[src/rtl/svc_rv_io_uart_tx.sv]
// svc_rv_io_uart_tx: MMIO TX FIFO + 8N1 UART serializer; SVC_RV_IO_UART_TX_DISPLAY_EN echoes pushed bytes to the sim console
module svc_rv_io_uart_tx #(
   parameter int AW         = 10,
   parameter int FIFO_AW    = 4,
   parameter int CLKDIV_RST = 867
) (
   input  logic        clk,
   input  logic        rst_n,
   input  logic [31:0] io_raddr,
   output logic [31:0] io_rdata,
   input  logic        io_wen,
   input  logic [31:0] io_waddr,
   input  logic [31:0] io_wdata,
   input  logic [3:0]  io_wstrb,
   output logic        txd,
   output logic        irq_empty
);
   localparam int CW = FIFO_AW + 1;
   typedef enum logic [1:0] {IDLE, START, DATA, STOP} state_t;
   state_t              state, state_nxt;
   logic [7:0]          mem [2**FIFO_AW];
   logic [FIFO_AW-1:0]  wptr, rptr;
   logic [FIFO_AW:0]    count;
   logic [15:0]         clkdiv, div_q, timer;
   logic [31:0]         scratch, status, rd_val;
   logic [7:0]          shift;
   logic [2:0]          bitcnt;
   logic [1:0]          w_idx, r_idx;
   logic                overflow, full, empty, pop, push_req, push, ovf_clr, w_hit, timer_done;
   logic                unused;

   function automatic logic hit(input logic [31:0] a);
      return a[31:AW] == '0 && a[AW-1:4] == '0;
   endfunction

   assign unused     = &{1'b0, io_raddr[1:0], io_waddr[1:0]};
   assign w_idx      = io_waddr[3:2];
   assign r_idx      = io_raddr[3:2];
   assign full       = count[FIFO_AW];
   assign empty      = count == '0;
   assign w_hit      = io_wen && hit(io_waddr);
   assign push_req   = w_hit && w_idx == 2'd0 && io_wstrb[0];
   assign push       = push_req && (!full || pop);
   assign ovf_clr    = w_hit && w_idx == 2'd1 && io_wstrb[0] && io_wdata[3];
   assign timer_done = timer == '0;
   assign status     = 32'({count, 4'b0, overflow, state != IDLE, empty, full});
   assign rd_val     = !hit(io_raddr) ? '0 :
                       r_idx == 2'd1  ? status :
                       r_idx == 2'd2  ? {16'b0, clkdiv} :
                       r_idx == 2'd3  ? scratch : '0;

   // Registered read port with no enable: one-cycle load latency, reads see pre-write values
   always_ff @(posedge clk) begin
      if (!rst_n) io_rdata <= '0;
      else        io_rdata <= rd_val;
   end

   // Byte-strobed config and scratch registers
   always_ff @(posedge clk) begin
      if (!rst_n) begin
         clkdiv  <= 16'(CLKDIV_RST);
         scratch <= '0;
      end else begin
         for (int i = 0; i < 2; i++) if (w_hit && w_idx == 2'd2 && io_wstrb[i]) clkdiv[8*i+:8] <= io_wdata[8*i+:8];
         for (int i = 0; i < 4; i++) if (w_hit && w_idx == 2'd3 && io_wstrb[i]) scratch[8*i+:8] <= io_wdata[8*i+:8];
      end
   end

   // FIFO storage; a push into a full FIFO only lands when the same-cycle pop frees the slot
   always_ff @(posedge clk) begin
      if (push) mem[wptr] <= io_wdata[7:0];
   end

   // FIFO pointers, occupancy and sticky overflow (a new drop wins over a same-cycle clear)
   always_ff @(posedge clk) begin
      if (!rst_n) begin
         wptr     <= '0;
         rptr     <= '0;
         count    <= '0;
         overflow <= 1'b0;
      end else begin
         if (push) wptr <= wptr + FIFO_AW'(1);
         if (pop)  rptr <= rptr + FIFO_AW'(1);
         count    <= count + CW'(push) - CW'(pop);
         overflow <= (overflow && !ovf_clr) || (push_req && !push);
      end
   end

   // Serializer state register
   always_ff @(posedge clk) begin
      if (!rst_n) state <= IDLE;
      else        state <= state_nxt;
   end

   // Next state, FIFO pop and line level; every state lasts div_q+1 clocks
   always_comb begin
      state_nxt = state;
      pop       = 1'b0;
      txd       = 1'b1;
      case (state)
         IDLE: begin
            pop       = !empty;
            state_nxt = empty ? IDLE : START;
         end
         START: begin
            txd       = 1'b0;
            state_nxt = timer_done ? DATA : START;
         end
         DATA: begin
            txd       = shift[0];
            state_nxt = timer_done && bitcnt == 3'd7 ? STOP : DATA;
         end
         STOP:    state_nxt = timer_done ? IDLE : STOP;
         default: state_nxt = IDLE;
      endcase
   end

   // Bit timer, shift register and bit counter; the divisor is frozen per frame at pop time
   always_ff @(posedge clk) begin
      if (!rst_n) begin
         timer  <= '0;
         div_q  <= '0;
         shift  <= '0;
         bitcnt <= '0;
      end else if (pop) begin
         timer  <= clkdiv;
         div_q  <= clkdiv;
         shift  <= mem[rptr];
         bitcnt <= '0;
      end else if (state != IDLE) begin
         timer <= timer_done ? div_q : timer - 16'd1;
         if (state == DATA && timer_done) begin
            shift  <= shift >> 1;
            bitcnt <= bitcnt + 3'd1;
         end
      end
   end

   // Interrupt: FIFO drained and serializer idle, as of the previous edge
   always_ff @(posedge clk) begin
      if (!rst_n) irq_empty <= 1'b1;
      else        irq_empty <= empty && state == IDLE;
   end

`ifdef SVC_RV_IO_UART_TX_DISPLAY_EN
`ifndef SYNTHESIS
   // Echo each accepted byte to the simulation console as it enters the FIFO
   always_ff @(posedge clk) begin
      if (rst_n && push) $write("%c", io_wdata[7:0]);
   end
`endif
`else
`endif

endmodule

[config.mk]
export PLATFORM = sky130hd
export DESIGN_NAME = svc_rv_io_uart_tx
export DESIGN_NICKNAME = d
export VERILOG_FILES = /design/src/rtl/svc_rv_io_uart_tx.sv
export SDC_FILE = /design/constraint.sdc
export NUM_CORES = 1
export LEC_CHECK = 0
export ABC_AREA = 1
export CAP_MARGIN = 0
export CORE_ASPECT_RATIO = 1.2
export CORE_MARGIN = 8
export CORE_UTILIZATION = 42
export CTS_CLUSTER_SIZE = 10
export DETAILED_ROUTE_END_ITERATION = 12
export GPL_TIMING_DRIVEN = 0
export SYNTH_ARGS = -nofsm -noshare
export SYNTH_HDL_FRONTEND = slang
export SYNTH_SLANG_ARGS = --single-unit
[constraint.sdc]
create_clock -name clk -period 6.5 [get_ports clk]
set_input_delay 0.975 -clock clk [delete_from_list [all_inputs] [get_ports clk]]
set_output_delay 0.975 -clock clk [all_outputs]
set_load 0.01 [all_outputs]
Word-level counts from Yosys, hierarchy flattened:

Memory sizes are Yosys's and may differ from the RTL's. A register that Yosys moved wholly into a read port is not among the register bits.
Cells that the tools add are included.

* bits in registers: 140
* RAM bits: 128
* bits of input ports: 103
* output and inout bits: 34
* logic and storage cells: 104
* memories: 1

* add/subtract/negate cells: 6
* equality and inequality tests: 10
* multiplexer cells: 20
* bitwise operators: 3
* reduce and logical (&&, ||, !) cells: 45

Memories
* mem: depth 16, bits a word 8, read ports 1, clocked after Yosys merged registers in 1, wr ports 1, line 21 `logic [7:0] mem [2**FIFO_AW];`

Operator list (number)
* 2-to-1 mux 16 bit: 5
* logical NOT 22 bit: 2
* 2-to-1 mux 8 bit: 3
* logical AND 1 bit: 22
* logical NOT 16 bit: 1
* subtractor 16 x 1 -> 16 bit, second input constant: 1
* 2-to-1 mux 13 bit: 1
* == test 2 bit, second input constant: 6
* logical NOT 6 bit: 2
* adder 4 x 1 -> 4 bit, second input constant: 2
* 2-to-1 mux 4 bit: 2
* one-hot mux 2 bit (4 select lines): 1
* == test 2 x 1 -> 1 bit, second input constant: 3
* AND reduction 2 bit: 3
* nonzero test 2 bit: 3
* adder 5 x 1 -> 5 bit: 1
* logical NOT 5 bit: 1
* 2-to-1 mux 1 bit: 5
* OR reduction 5 bit: 1
* subtractor 5 x 1 -> 5 bit: 1
* logical NOT 1 bit: 4
* logical NOT 2 bit: 2
* 2-to-1 mux 2 bit: 2
* adder 3 x 1 -> 3 bit, second input constant: 1
* 6 further kinds: 9

Depth between registers and ports, before layout:

* depth after elaboration: 9
* gate-level depth with buffers: 15
* mapped depth without buffers: 15

Worst setup path after synthesis:

No wires, ideal clock.

* path kind: in2reg
* start: in io_waddr[27]
* end: reg count[4]
* setup time: 0.070 ns
* arrival: 2.879 ns
* data required time: 6.430 ns
* slack: 3.551 ns
* stages: 15
* buffers on the path: 0
* cells stage by stage: nor2_2 > inv_2 > nor2_2 > nand3_2 > nor2_4 > nand3_1 > ha_1 > inv_1 > ha_1 > fa_1 > nand2_1 > a21oi_1 > nor2_1 > o21ai_0 > a21oi_1

* cells in the longest elaborated chain, start to end: 8

Ends and longest elaborated chain
* from (decl): line 12 `input logic [31:0] io_waddr,`
* logical NOT 22 bit: line 33 `return a[31:AW] == '0 && a[AW-1:4] == '0;`
* logical AND 1 bit: line 33
* logical AND 1 bit: line 41 `assign w_hit = io_wen && hit(io_waddr);`
* logical AND 1 bit (2 in series): line 42 `assign push_req = w_hit && w_idx == 2'd0 && io_wstrb[0];`
* logical AND 1 bit: line 43 `assign push = push_req && (!full || pop);`
* adder 5 x 1 -> 5 bit: line 84 `count <= count + CW'(push) - CW'(pop);`
* subtractor 5 x 1 -> 5 bit: line 84
* to (signal assigned): line 84
* to (decl): line 23 `logic [FIFO_AW:0] count;`

No other way between the ends.
A chain may end at the register's enable or synchronous reset.

Final worst setup path:

* start: in io_waddr[7]
* end: reg count[4]

* cells in the longest elaborated chain, start to end: 8

Ends and longest elaborated chain (line)
* logical NOT 6 bit: 33
* logical AND 1 bit: 33
* logical AND 1 bit: 41
* logical AND 1 bit (2 in series): 42
* logical AND 1 bit: 43
* adder 5 x 1 -> 5 bit: 84
* subtractor 5 x 1 -> 5 bit: 84

No other way between the ends.

==> flow_metrics.tcl <==
set metrics [dict create \
    yosysWarnings 0 \
    holdWs_ns 0.421 \
    drive_gt1_share_pct 6.46 \
    grt_pass1_vias 9866 \
    grt_start_max_net_pins 20 \
    final.setup.tns_ns 0 \
    fill_cells 2639 \
    fin_area_um2 14500 \
    p_int_uw 3380 \
    diodes 0 \
    clk_pin_slew_worst_paths_ns 0.06 \
    cts_root_buffer "clkbuf_16" \
    finalClockSkew_ns 0.0238 \
    cts.path.max_buffers 3 \
    yosysSeqAreaShare_pct 57.1 \
    placed_area_um2 13500 \
    insertion_delay_ns 0.50 \
    end_kind "flip-flop" \
    synth-seq-cells 272 \
    syn-num-nets 1503 \
    fmax_mhz 306 \
    maxCapViolations 0 \
    grt_overflow_total 0 \
    synth_mux_area_share_pct 0 \
    yosys.area_share.simple_pct 26.0 \
    start_kind "primary input" \
    totalWireLength_mm 33.6 \
    synthCells 1385 \
    ios 137 \
    vdd_ir_drop_max_uv 223 \
    cts_inserted_buffers 34 \
    synth_xor_xnor_area_share_pct 0.670 \
    rows 67 \
    finalCritPeriodShare_pct 50.3 \
    maxSlewHeadroom_pct 33.6 \
    hold_viol_final 0 \
    worst_slew_pin_slew_ns 0.992 \
    initial_core_util_pct 42.4 \
    ctsResizeCount 0 \
    synth_fa_ha_area_share_pct 1.66 \
    outcome "completed" \
    track_usage_pct 20.1 \
    synth_top_area_share_pct 32.6 \
    drv_slew 0 \
    cts_hold_buffers 0 \
    setup_violations 0 \
    synth_area_um2 11800 \
    cts_tree "done" \
    first_pass_iters 5 \
    antenna_found_initial 1 \
    drcViolationCount 0 \
    p_switching_uw 1700 \
    dieHeight_um 199 \
    via_per_inst 5.00 \
    clock_sinks 272 \
    power_frac_comb_pct 27.9 \
    die_width_um 169 \
    avgRoutedWirePerCell_um 17.3 \
    dieArea_um2 33700 \
    synth_top_family_by_area "simple AND/OR/NAND/NOR gates" \
    fp.coreArea_um2 27700 \
    vias 9706 \
    required_ns 6.93 \
    htreeDepth 2 \
    area_growth_pct 23.1 \
    crit_fanout 4 \
    post_cts_buffers 0 \
    first_iter_violations 599 \
    clock_power_share_pct 32.7 \
    min_path_type "flip-flop to flip-flop" \
    worstSetupPathType "primary input to flip-flop" \
    synth_top_area_cell "edfxtp_1" \
    synth_area_per_cell_um2 8.50 \
    final_common_cell "nand2_1" \
    power_density_nw_per_um2 351 \
    fin_nets 1668 \
    hpwl_mm 24.2 \
    io_buffers 129 \
    cp.arrival_ns 3.70 \
    p_sw_share_pct 33.5 \
    p_seq_share_pct 39.4 \
    grt_pass1_wl_mm 53.0 \
    final_cell_mix "298 x nand2_1, 285 x nor2_1, 144 x dfxtp_1" \
    synth_cell_types 38 \
    power.leakage_uw 0.00573 \
    gp_congestion 0.891 \
    ys_top_cells_by_area "edfxtp_1 33%, dfxtp_1 24%, nand2_1 9.5%, nor2_1 9.1%, o21ai_0 4.4%" \
    ant_nets 0 \
    synth-compound-area-share_pct 8.72 \
    min_period_ns 3.27 \
    rsz0062_at_grt "false" \
]
-- worst paths after layout --
check,to,from,cells past startpoint,slack (ns)
max reg2reg,count[4],count[2],15,3.57
max,count[4],io_waddr[7],16,3.23
min reg2reg,io_rdata[16],scratch[16],2,0.42
min,io_rdata[16],scratch[16],2,0.42
-- cell type report --
| class | count | area [um2] | share of cell area, % |
|---|---|---|---|
| Sequential cell | 272 | 6730 | 46.4 |
| Multi-Input combinational cell | 939 | 4360 | 30.1 |
| Timing Repair Buffer | 129 | 1290 | 8.91 |
| Clock buffer | 46 | 927 | 6.40 |
| Tap cell | 379 | 474 | 3.27 |
| Inverter | 124 | 465 | 3.21 |
| Buffer | 50 | 219 | 1.51 |
| Clock inverter | 3 | 22.5 | 0.155 |
-- worst max-delay path: stages --
cell             delay, ns
clkdlybuf4s50_1       0.41
inv_1                 0.08
nand2_1               0.05
nor2_1                0.20
nand3_2               0.12
nor2_4                0.14
nand3_1               0.20
ha_1                  0.34
inv_1                 0.04
ha_1                  0.20
fa_1                  0.41
nand2_1               0.09
a21oi_1               0.06
nor2_1                0.13
o21ai_0               0.11
a21oi_1               0.15
-- power by group through the flow --
stage / Sequential [uW] / Combinational (uW) / Clock, uW
2_1_floorplan: 2010 / 970 / 0
3_3_place_gp: 2030 / 1390 / 0
3_5_place_dp: 2030 / 1420 / 0
4_1_cts: 2000 / 1420 / 1690
5_1_grt: 2020 / 1610 / 1760
6_report: 2000 / 1420 / 1660
-- per-stage QoR --
| stage | total power, uW | cells | setup slack, ns | util (%) |
|---|---|---|---|---|
| finish | 5080 | 1942 | 3.23 | 52.2 |
| global route | 5380 | 1942 | 3.06 | 52.2 |
| global placement | 3420 | 1893 | 2.79 | 48.8 |
| floorplan | 2980 | 1385 | 3.55 | - |
| CTS | 5110 | 1942 | 3.25 | 52.2 |
| detailed placement | 3450 | 1893 | 2.74 | 48.8 |
-- routing by layer --
layer	vias up	track usage, %	share of wire (%)
met5	-	0	0.027
met4	2	6.85	2.5
met3	59	4.74	6.8
met2	293	36.3	50
met1	4499	23.1	41
li1	4853	-	-
-- cells in the mapped netlist --
library cell and instances:
a21oi_1 44, a221oi_1 1, a31oi_1 11, and2_1 1
buf_1 2, buf_2 19, buf_6 1, clkbuf_1 28
clkinv_1 3, dfxtp_1 144, edfxtp_1 128, fa_1 1
ha_1 14, inv_1 117, inv_2 4, nand2_1 298
nand2_2 3, nand2_4 3, nand3_1 78, nand3_2 1
nand3b_1 2, nand4_1 12, nand4_2 2, nor2_1 285
nor2_2 21, nor2_4 6, nor2_8 1, nor3_1 11
nor3b_2 1, o211ai_1 23, o21a_1 1, o21ai_0 103
o21ai_1 1, o21bai_1 2, o22ai_1 2, or2_0 2
xnor2_1 4, xor2_1 5
-- flip-flops by register name (all words and copies together), names as in the netlist, named ones only --
register,cells
wptr,4
timer,16
shift,8
state,2
rptr,4
div_q,16
mem,128
io_rdata,32
irq_empty,1
count,5
overflow,1
scratch,32
clkdiv,16
bitcnt,3
-- kinds of logic (layout without fill, tap and decap cells) --
family | count (synthesis) | in the layout
adders and majority gates | 15 | 15
buffers and inverters | 174 | 352
DFF | 272 | 272
xor gates and xnor gates | 9 | 9
AOI/OAI and AO/OA | 188 | 188
and+or+nand+nor | 727 | 727
(Power assumes the default switching activity.)
